--- config.mk ---
export PLATFORM = sky130hd
export DESIGN_NAME = acc_core_mc
export DESIGN_NICKNAME = d
export VERILOG_FILES = /design/src/rtl/acc_core_mc.sv
export SDC_FILE = /design/constraint.sdc
export NUM_CORES = 1
export LEC_CHECK = 0
export BUFFER_PORTS_ARGS = -buffer_cell sky130_fd_sc_hd__buf_2
export CORE_ASPECT_RATIO = 1.75
export CORE_UTILIZATION = 55
export CTS_CLUSTER_DIAMETER = 60
export DETAILED_ROUTE_END_ITERATION = 8
export PLACE_DENSITY = 0.75
export SLEW_MARGIN = 20
export SYNTH_ARGS = -nofsm -noshare
export SYNTH_HDL_FRONTEND = slang
export SYNTH_SLANG_ARGS = --single-unit
--- constraint.sdc ---
create_clock -name CLK -period 5.3 [get_ports CLK]
set_clock_uncertainty 0.15 [all_clocks]
set_input_delay 0.795 -clock CLK [delete_from_list [all_inputs] [get_ports CLK]]
set_output_delay 0.795 -clock CLK [all_outputs]
set_load 0.02 [all_outputs]
--- src/rtl/acc_core_mc.sv ---
// acc_core_mc: multi-cycle accumulator CPU with handshaked instruction and data
// memories, an internal register file, Z/S/CY flags, conditional jumps and HALT.
module acc_core_mc #(
    parameter int DATA_W   = 8,
    parameter int PC_W     = 5,
    parameter int RF_DEPTH = 8,
    parameter int DM_AW    = 10
) (
    input  logic              CLK,
    input  logic              RST,
    output logic              IMEM_REQ,
    output logic [PC_W-1:0]   IMEM_ADDR,
    input  logic              IMEM_ACK,
    input  logic [15:0]       IMEM_DATA,
    output logic              DMEM_REQ,
    output logic              DMEM_WE,
    output logic [DM_AW-1:0]  DMEM_ADDR,
    output logic [DATA_W-1:0] DMEM_WDATA,
    input  logic              DMEM_ACK,
    input  logic [DATA_W-1:0] DMEM_RDATA,
    output logic [DATA_W-1:0] DATA,
    output logic              HALTED
);
    localparam int RF_AW = $clog2(RF_DEPTH);

    typedef enum logic [1:0] {FETCH, EXEC, MEM, HALT} state_t;

    state_t             state;
    state_t             state_next;
    logic [15:0]        ir;
    logic [PC_W-1:0]    pc;
    logic [DATA_W-1:0]  acc;
    logic               flag_z;
    logic               flag_s;
    logic               flag_cy;
    logic [DATA_W-1:0]  rf [RF_DEPTH];

    logic [3:0]         opcode;
    logic [1:0]         mode;
    logic [9:0]         operand;
    logic [RF_AW-1:0]   rf_idx;
    logic               is_alu;
    logic               needs_mem;
    logic               jump_taken;
    logic               alu_commit;
    logic [DATA_W-1:0]  src;
    logic [DATA_W-1:0]  alu_res;
    logic               alu_cy;
    logic [DATA_W:0]    wide;
    logic               imem_req;
    logic               dmem_req;
    logic               halted;

    assign opcode    = ir[15:12];
    assign mode      = ir[11:10];
    assign operand   = ir[9:0];
    assign rf_idx    = operand[RF_AW-1:0];
    assign is_alu    = (opcode >= 4'h1) && (opcode <= 4'h7);
    assign needs_mem = (is_alu && (mode == 2'b10)) || (opcode == 4'h9);

    // An ALU result retires either in EXEC (non-memory source) or when the DM read completes.
    assign alu_commit = is_alu && (((state == EXEC) && (mode != 2'b10)) ||
                                   ((state == MEM) && DMEM_ACK));

    // Source operand: DM read data while in MEM, RF entry for mode 01, otherwise the immediate.
    always_comb begin
        src = DATA_W'(operand);
        if (state == MEM) begin
            src = DMEM_RDATA;
        end else if (mode == 2'b01) begin
            src = rf[rf_idx];
        end
    end

    // ALU: one extra result bit carries the carry-out or, for SUB, the borrow.
    always_comb begin
        wide    = '0;
        alu_res = acc;
        alu_cy  = flag_cy;
        case (opcode)
            4'h1: alu_res = src;
            4'h2: begin
                wide    = {1'b0, acc} + {1'b0, src};
                alu_res = wide[DATA_W-1:0];
                alu_cy  = wide[DATA_W];
            end
            4'h3: begin
                wide    = {1'b0, acc} - {1'b0, src};
                alu_res = wide[DATA_W-1:0];
                alu_cy  = wide[DATA_W];
            end
            4'h4: begin
                alu_res = acc & src;
                alu_cy  = 1'b0;
            end
            4'h5: begin
                alu_res = acc | src;
                alu_cy  = 1'b0;
            end
            4'h6: begin
                alu_res = acc ^ src;
                alu_cy  = 1'b0;
            end
            4'h7: begin
                wide    = {1'b0, acc} + {1'b0, src} + {{DATA_W{1'b0}}, flag_cy};
                alu_res = wide[DATA_W-1:0];
                alu_cy  = wide[DATA_W];
            end
            default: ;
        endcase
    end

    // Branch condition for JMP/JZ/JNZ/JS/JC; any other opcode never jumps.
    always_comb begin
        jump_taken = 1'b0;
        case (opcode)
            4'hA: jump_taken = 1'b1;
            4'hB: jump_taken = flag_z;
            4'hC: jump_taken = ~flag_z;
            4'hD: jump_taken = flag_s;
            4'hE: jump_taken = flag_cy;
            default: ;
        endcase
    end

    // State register.
    always_ff @(posedge CLK) begin
        if (RST) begin
            state <= FETCH;
        end else begin
            state <= state_next;
        end
    end

    // Next-state and handshake request decode.
    always_comb begin
        state_next = state;
        imem_req   = 1'b0;
        dmem_req   = 1'b0;
        halted     = 1'b0;
        case (state)
            FETCH: begin
                imem_req = 1'b1;
                if (IMEM_ACK) begin
                    state_next = EXEC;
                end
            end
            EXEC: begin
                if (opcode == 4'hF) begin
                    state_next = HALT;
                end else if (needs_mem) begin
                    state_next = MEM;
                end else begin
                    state_next = FETCH;
                end
            end
            MEM: begin
                dmem_req = 1'b1;
                if (DMEM_ACK) begin
                    state_next = FETCH;
                end
            end
            HALT: halted = 1'b1;
            default: state_next = FETCH;
        endcase
    end

    // The fetch request is masked while reset is held so it first rises after release.
    assign IMEM_REQ   = imem_req & ~RST;
    assign IMEM_ADDR  = pc;
    assign DMEM_REQ   = dmem_req;
    assign DMEM_WE    = dmem_req && (opcode == 4'h9);
    assign DMEM_ADDR  = operand[DM_AW-1:0];
    assign DMEM_WDATA = acc;
    assign DATA       = acc;
    assign HALTED     = halted;

    // Instruction latch and program counter sequencing; PC wraps naturally at 2^PC_W.
    always_ff @(posedge CLK) begin
        if (RST) begin
            ir <= '0;
            pc <= '0;
        end else begin
            if ((state == FETCH) && IMEM_ACK) begin
                ir <= IMEM_DATA;
            end
            if (state == EXEC) begin
                if (jump_taken) begin
                    pc <= operand[PC_W-1:0];
                end else if ((opcode != 4'hF) && !needs_mem) begin
                    pc <= pc + 1'b1;
                end
            end else if ((state == MEM) && DMEM_ACK) begin
                pc <= pc + 1'b1;
            end
        end
    end

    // Accumulator and flags; Z/S only follow ALU opcodes, CY follows the ALU's own rule.
    always_ff @(posedge CLK) begin
        if (RST) begin
            acc     <= '0;
            flag_z  <= 1'b0;
            flag_s  <= 1'b0;
            flag_cy <= 1'b0;
        end else if (alu_commit) begin
            acc     <= alu_res;
            flag_z  <= (alu_res == '0);
            flag_s  <= alu_res[DATA_W-1];
            flag_cy <= alu_cy;
        end
    end

    // Register file, written only by STR.
    always_ff @(posedge CLK) begin
        if (RST) begin
            for (int i = 0; i < RF_DEPTH; i++) begin
                rf[i] <= '0;
            end
        end else if ((state == EXEC) && (opcode == 4'h8)) begin
            rf[rf_idx] <= acc;
        end
    end

endmodule

==> impl_metrics.py, run 1 <==
metrics = {
    "sta": {
        "clock.fmax_mhz": 210,
        "drv_slew": 0,
        "worstMarginPinSlew_ns": 1.01,
        "period_needed_ns": 4.76,
        "post-route-period-util_pct": 89.8,
        "hold_viol_final": 0,
        "setup_viol": 0,
        "slew_headroom_pct": 31.6,
        "rsz0062_at_grt": "false",
        "tns_ns": 0,
    },
    "floorplan": {
        "ios": 63,
        "start_util_pct": 56.8,
        "die_w_um": 84.9,
        "num_rows": 52,
        "die_h_um": 147,
        "core_area_sq_mm": 0.0116,
        "dieArea_sq_mm": 0.0125,
    },
    "synthesis": {
        "synth_common_cells": "nand2_1, nor3_1, edfxtp_1, a21oi_1, nor2_1",
        "synth_seq_cells": 100,
        "ys_warn_count": 0,
        "synthFlopType": "edfxtp_1",
        "synth_most_common_cell": "nand2_1",
        "yosysTopAreaCell": "edfxtp_1",
        "seq_area_frac_synth_pct": 39.9,
        "synthDistinctLibCells": 75,
        "synth.avg_cell_area_sq_um": 9.44,
        "synth_top_area_share_pct": 29.1,
        "netlist_area_sq_mm": 0.00662,
        "synth_fp_nets": 768,
        "synth_area_leaders": "edfxtp_1, dfxtp_1, ha_1, nor3_1, mux4_2",
        "synth_edf_count": 64,
        "async_reset_ff_share_pct": 0,
        "synthCells": 701,
    },
    "global_route": {
        "antenna_found_initial": 0,
        "first_global_vias": 5802,
        "grt_pass1_wl_mm": 31.9,
        "grt_usage_pct": 34.2,
        "overflow": 0,
        "grt_max_degree": 38,
    },
    "drt": {
        "vias_per_cell": 6.62,
        "drtIter0Drc": 375,
        "postRouteAntennaNets": 0,
        "routed_wl_mm": 20.7,
        "dr_total_vias": 5773,
        "dr.pass1.iters": 7,
        "drc": 1,
        "wl_per_cell_um": 23.7,
    },
    "clock_network": {
        "cts_tree": "yes",
        "holdBufCountCts": 0,
        "cts_made_buffers": 9,
        "clkTransAtPathRegs_ns": 0.08,
        "max-clock-path-buffers": 2,
        "cts_post_setup_buffers_inserted": 0,
        "clock_latency_ns": 0.35,
        "cts_max_level": 3,
        "cts_num_sinks": 100,
        "root_buffer": "clkbuf_16",
        "cts-resized-gates": 0,
    },
    "flow_run": {
        "maxCapViolations": 0,
    },
    "placed_design": {
        "hpwl_mm": 15.4,
        "io_buffers": 62,
        "place.gp.congestion": 1.05,
    },
    "layout": {
        "drive_above_1_share_pct": 18.2,
        "fin_nets": 799,
        "nFillCells": 998,
        "areaGrowthSynthToFinish_pct": 9.51,
        "post-route-util_pct": 62.2,
        "antenna_cells": 0,
        "seq_area_sq_mm": 0.00264,
        "multi_input_area_sq_mm": 0.00349,
    },
    "pwr": {
        "p_per_area_mw_per_mm2": 288,
        "p_leak_nw": 2.73,
        "ir_drop_uv": 337,
    },
    "worst_hold_path": {
        "worstHoldStart": "ir[9]",
        "holdPathEnd": "ir[9]",
        "hold_path.class": "flip-flop to flip-flop",
        "hold_depth": 2,
    },
    "status": {
        "status": "finished with violations",
        "violations": "DRC",
    },
    "worst_setup_path": {
        "cp.arrival_ns": 4.85,
        "crit_path_frequent_cell": "and3_1",
        "crit_type": "flip-flop to flip-flop",
        "crit_chain": "mux4_2 -> mux2i_1 -> nor2_1 -> a21oi_1 -> o21a_1 -> inv_1 -> ha_1 -> fa_1 -> a211oi_2 -> o21ai_0 -> a221oi_1 -> and3_1 -> and3_1 -> nand2b_1 -> a31oi_1 -> nor4_1",
        "r2r_cells": 16,
        "slowest_delay_ns": 0.56,
        "critPathRequiredTime_ns": 5.39,
        "worstPathMaxFanout": 7,
        "crit_path_end_kind": "flip-flop",
        "r2r-end": "flag_cy",
        "crit_path_start_kind": "flip-flop",
        "r2r_setup_slack_ns": 0.54,
        "crit_slowest_cell": "mux4_2",
    },
}
worst max-delay path, delay by kind of cell, from the launching register on:
family / cells / cell delay [ns]
AO/OA/AOI/OAI: 6 / 1.38
AND/OR/NAND/NOR: 5 / 0.99
multiplexers: 2 / 0.80
adder cells (fa/ha/maj): 2 / 0.74
flip-flops: 1 / 0.53
buffers and inverters: 1 / 0.07
stage by stage:
step	total power, mW	instances	hold slack (ns)	setup slack, ns	instance area, sq um
after floorplan	1.25	701	0.287	1.15	6620
after global placement	1.39	856	0.293	0.696	6940
after detailed placement	1.40	856	0.308	0.656	6940
after CTS	2.08	872	0.318	0.557	7240
after global routing	2.15	872	0.344	0.221	7240
final	2.09	872	0.314	0.543	7240
cell families after synthesis:
family	Yosys count	synth area share, %
DFF	100	39.9
AOI/OAI and AO/OA	160	16.2
muxes	35	8.70
and+or+nand+nor	250	18.6
adders and majority gates	39	7.60
xor gates and xnor gates	12	1.59
buffers and inverters	105	7.32
worst max-delay path by stage:
stage | slack, ns | to
2_1_floorplan | 1.15 | DATA[7]
3_3_place_gp | 0.70 | DATA[7]
3_5_place_dp | 0.66 | flag_cy
4_1_cts | 0.56 | flag_cy
5_1_grt | 0.22 | DATA[7]
6_report | 0.54 | flag_cy
per-layer routing:
metal,routed length [um],share of wire [%],up-vias,track usage (%)
li1,-,-,2648,-
met1,7040,34,2766,35.3
met2,11400,55,280,64.3
met3,984,4.8,79,3.43
met4,1250,6.0,0,22.2
met5,0,0,-,0
where the power goes:
group          switching (mW)  internal [mW]  leakage (nW)
sequential             0.0337          0.859         0.955
combinational           0.326          0.179          1.62
clock                   0.311          0.375         0.151
total                   0.671           1.41          2.73
layout make-up:
class	count	area share, %
timing repair buffer	86	6.77
clock inverter	7	1.14
multi-input combinational	496	48.2
tap	135	2.33
sequential	100	36.5
inverter	39	2.02
clock buffer	9	3.11
cell usage in the layout (no fill, tap or decap), types with 5 or more instances in the layout:
master,instances
nor4_1,22
buf_2,62
xor2_1,6
buf_4,24
nand2_1,66
o22ai_1,8
mux4_2,14
o21a_1,6
nor2_1,38
xnor2_1,6
dfxtp_1,36
and3_1,5
nor3_1,65
a21oi_1,49
nand2b_1,11
ha_1,37
nor2b_1,6
o21ai_0,30
clkbuf_16,9
inv_2,5
mux2i_1,14
inv_1,31
edfxtp_1,64
o31ai_1,5
nand3_1,15
a211oi_1,9
sequential cells by signal, indices dropped and copies added, names as in the netlist, named ones only:
name and cells:
rf 64, state 2, ir 16, flag_z 1, DATA 8, flag_cy 1, IMEM_ADDR 5
Power figures use the tool's default switching activity.
==> run 2: changes to the inputs <==
- ABC_AREA: unset -> 1
- CORE_UTILIZATION: 55 -> 40
- PLACE_DENSITY: 0.75 -> unset
==> run 2 against run 1 <==
Net effect: final area down 2.9%; critical path depth up 5; the run still ends with DRC left; clock power down 11%; synthesized cell count up 26%; register-to-register slack better by 0.65 ns; largest power group is now combinational logic; final cell count up 27%; sequential cell count unchanged; worst hold slack better by 0.023 ns; non-clock buffer count down 21; sequential share of layout area up 1.1 points; critical path type unchanged; via count up 1.2%.
==> impl_metrics.py, run 2 <==
metrics = {
    "floorplan": {
        "core_area_sq_mm": 0.0159,
        "dieArea_sq_mm": 0.0167,
        "start_util_pct": 40.7,
        "die_h_um": 170,
        "ios": 63,
        "die_w_um": 98.1,
        "num_rows": 61,
    },
    "placed_design": {
        "hpwl_mm": 15.4,
        "placed_cells": 1092,
        "place.gp.congestion": 0.961,
        "io_buffers": 62,
        "post_dp_cell_area_sq_mm": 0.00677,
    },
    "worst_hold_path": {
        "hold_path.class": "flip-flop to flip-flop",
        "hold_depth": 2,
    },
    "layout": {
        "areaGrowthSynthToFinish_pct": 8.80,
        "final_cells": 1108,
        "post-route-util_pct": 44.3,
        "final_cell_mix": "nand2_1, nor2_1, inv_1, nand3_1, edfxtp_1",
        "regMostFlops": "rf",
        "fin_area_sq_mm": 0.00704,
        "drive_above_1_share_pct": 11.6,
        "nFillCells": 1678,
        "fin_nets": 981,
        "antenna_cells": 0,
        "largest_register_ffs": 64,
        "final_common_cell": "nand2_1",
    },
    "pwr": {
        "p_int_mw": 1.64,
        "p_comb_share_pct": 47.6,
        "p_leak_nw": 3.19,
        "seqPwrFrac_pct": 32.4,
        "p_sw_mw": 1.41,
        "p_clk_share_pct": 20.0,
        "swShare_pct": 46.1,
        "ir_drop_uv": 187,
        "p_per_area_mw_per_mm2": 434,
    },
    "drt": {
        "vias_per_cell": 5.27,
        "dr.pass1.iters": 7,
        "wl_per_cell_um": 18.3,
        "dr_total_vias": 5843,
        "drtIter0Drc": 328,
        "drc": 1,
        "routed_wl_mm": 20.3,
        "postRouteAntennaNets": 0,
    },
    "clock_network": {
        "holdBufCountCts": 0,
        "cts_tree": "yes",
        "cts_post_setup_buffers_inserted": 0,
        "cts_made_buffers": 9,
        "root_buffer": "clkbuf_16",
        "cts_max_level": 3,
        "cts-resized-gates": 0,
        "clock_latency_ns": 0.35,
        "max-clock-path-buffers": 2,
        "clkTransAtPathRegs_ns": 0.07,
        "cts_num_sinks": 100,
    },
    "sta": {
        "post-route-period-util_pct": 77.5,
        "clock.fmax_mhz": 243,
        "rsz0062_at_grt": "false",
        "setup_viol": 0,
        "period_needed_ns": 4.11,
        "drv_slew": 0,
        "slew_headroom_pct": 47.8,
        "tns_ns": 0,
        "worstMarginPinSlew_ns": 0.780,
        "hold_viol_final": 0,
    },
    "synthesis": {
        "yosys.area_share.xor_xnor_pct": 0.677,
        "synth_compound_area_share_pct": 10.2,
        "synth.avg_cell_area_sq_um": 7.31,
        "seq_area_frac_synth_pct": 40.9,
        "synth_top_family_by_area": "simple AND/OR/NAND/NOR gates",
        "synth_edf_count": 64,
        "synth_adder_area_share_pct": 7.78,
        "synth_top_area_share_pct": 29.7,
        "netlist_area_sq_mm": 0.00647,
        "yosysTopAreaCell": "edfxtp_1",
        "synth_fp_nets": 951,
        "synth_mux_area_share_pct": 0,
        "ys_warn_count": 0,
        "synth_common_cells": "nand2_1, nor2_1, inv_1, nand3_1, edfxtp_1",
        "async_reset_ff_share_pct": 0,
        "synth_area_leaders": "edfxtp_1, dfxtp_1, nand2_1, nor2_1, ha_1",
        "synth_seq_cells": 100,
        "synthFlopType": "edfxtp_1",
        "synthDistinctLibCells": 38,
        "synthSimpleGateAreaFrac_pct": 30.2,
        "synthCells": 884,
        "synth_most_common_cell": "nand2_1",
    },
    "worst_setup_path": {
        "crit_type": "flip-flop to flip-flop",
        "r2r_cells": 21,
        "crit_path_start_kind": "flip-flop",
        "worstPathMaxFanout": 11,
        "critPathRequiredTime_ns": 5.43,
        "crit_path_end_kind": "flip-flop",
        "cp.arrival_ns": 4.24,
    },
    "global_route": {
        "antenna_found_initial": 0,
        "overflow": 0,
        "grt_pass1_wl_mm": 30.8,
        "first_global_vias": 5623,
        "grt_usage_pct": 24.7,
        "grt_max_degree": 46,
    },
    "status": {
        "violations": "DRC",
        "status": "finished with violations",
    },
    "flow_run": {
        "maxCapViolations": 0,
    },
}
run 2: cell types whose count changed in the layout (fill, tap and decap cells not counted), moves of 59 or more:
cell,delta
nand2_1,+122
nor3_1,-60
nand3_1,+59
inv_1,+72
nor2_1,+136
run 2: metrics by stage:
step,worst slack (ns),total power [mW],hold slack (ns)
after floorplan,1.77,2.04,0.306
after global placement,1.38,2.44,0.313
after detailed placement,1.33,2.44,0.325
after CTS,1.30,3.05,0.342
after global routing,0.906,3.26,0.368
final,1.19,3.05,0.337
run 2: final timing paths:
kind | from | end | slack (ns)
min reg2reg | ir[8] | ir[8] | 0.34
max | state[0] | flag_z | 1.19
min | ir[8] | ir[8] | 0.34
max reg2reg | state[0] | flag_z | 1.19
run 2: power by group through the flow:
stage | combinational [mW] | clock (mW) | sequential [mW]
6_report | 1.45 | 0.611 | 0.990
5_1_grt | 1.61 | 0.647 | 1.00
4_1_cts | 1.44 | 0.621 | 0.990
3_5_place_dp | 1.43 | 0 | 1.01
3_3_place_gp | 1.43 | 0 | 1.01
2_1_floorplan | 1.04 | 0 | 1.00
run 2: worst max-delay path, cell delays in order (launching register included):
cell and delay, ns:
dfxtp_1 0.36, inv_1 0.10, ha_1 0.37, inv_1 0.29, or2_2 0.36, nand2_1 0.10, inv_1 0.06, ha_1 0.28
fa_1 0.45, nand2_1 0.08, nand2_1 0.11, nor2_1 0.22, nand3_1 0.13, nor2_1 0.10, nand2_1 0.12, nand3_1 0.10
nand2_1 0.09, o21bai_1 0.17, nand2_1 0.06, nor2_1 0.14, nand3_1 0.09, a21oi_1 0.12
run 2: layer usage:
metal  GRT usage, %  up-vias  part of all wire (%)
li1               -     2893                     -
met1           25.1     2676                    35
met2           47.0      210                    54
met3           2.83       64                   4.6
met4           16.3        0                   6.2
met5              0        -                     0
run 2: logic make-up (layout without fill, tap and decap cells):
family,Yosys count,count (layout)
fa+ha+maj,39,39
simple gates,470,470
compound gates,117,117
xor+xnor,5,5
flops,100,100
buf+inv,153,188
run 2: layout make-up:
cell class,instances,area (sq um),share of cell area [%]
multi-input cells,631,3150,44.8
flip-flops and latches,100,2640,37.6
inverters,107,402,5.71
repair buffers,65,333,4.73
well taps,189,236,3.36
clock buffers,10,229,3.25
clock inverters,6,38.8,0.551
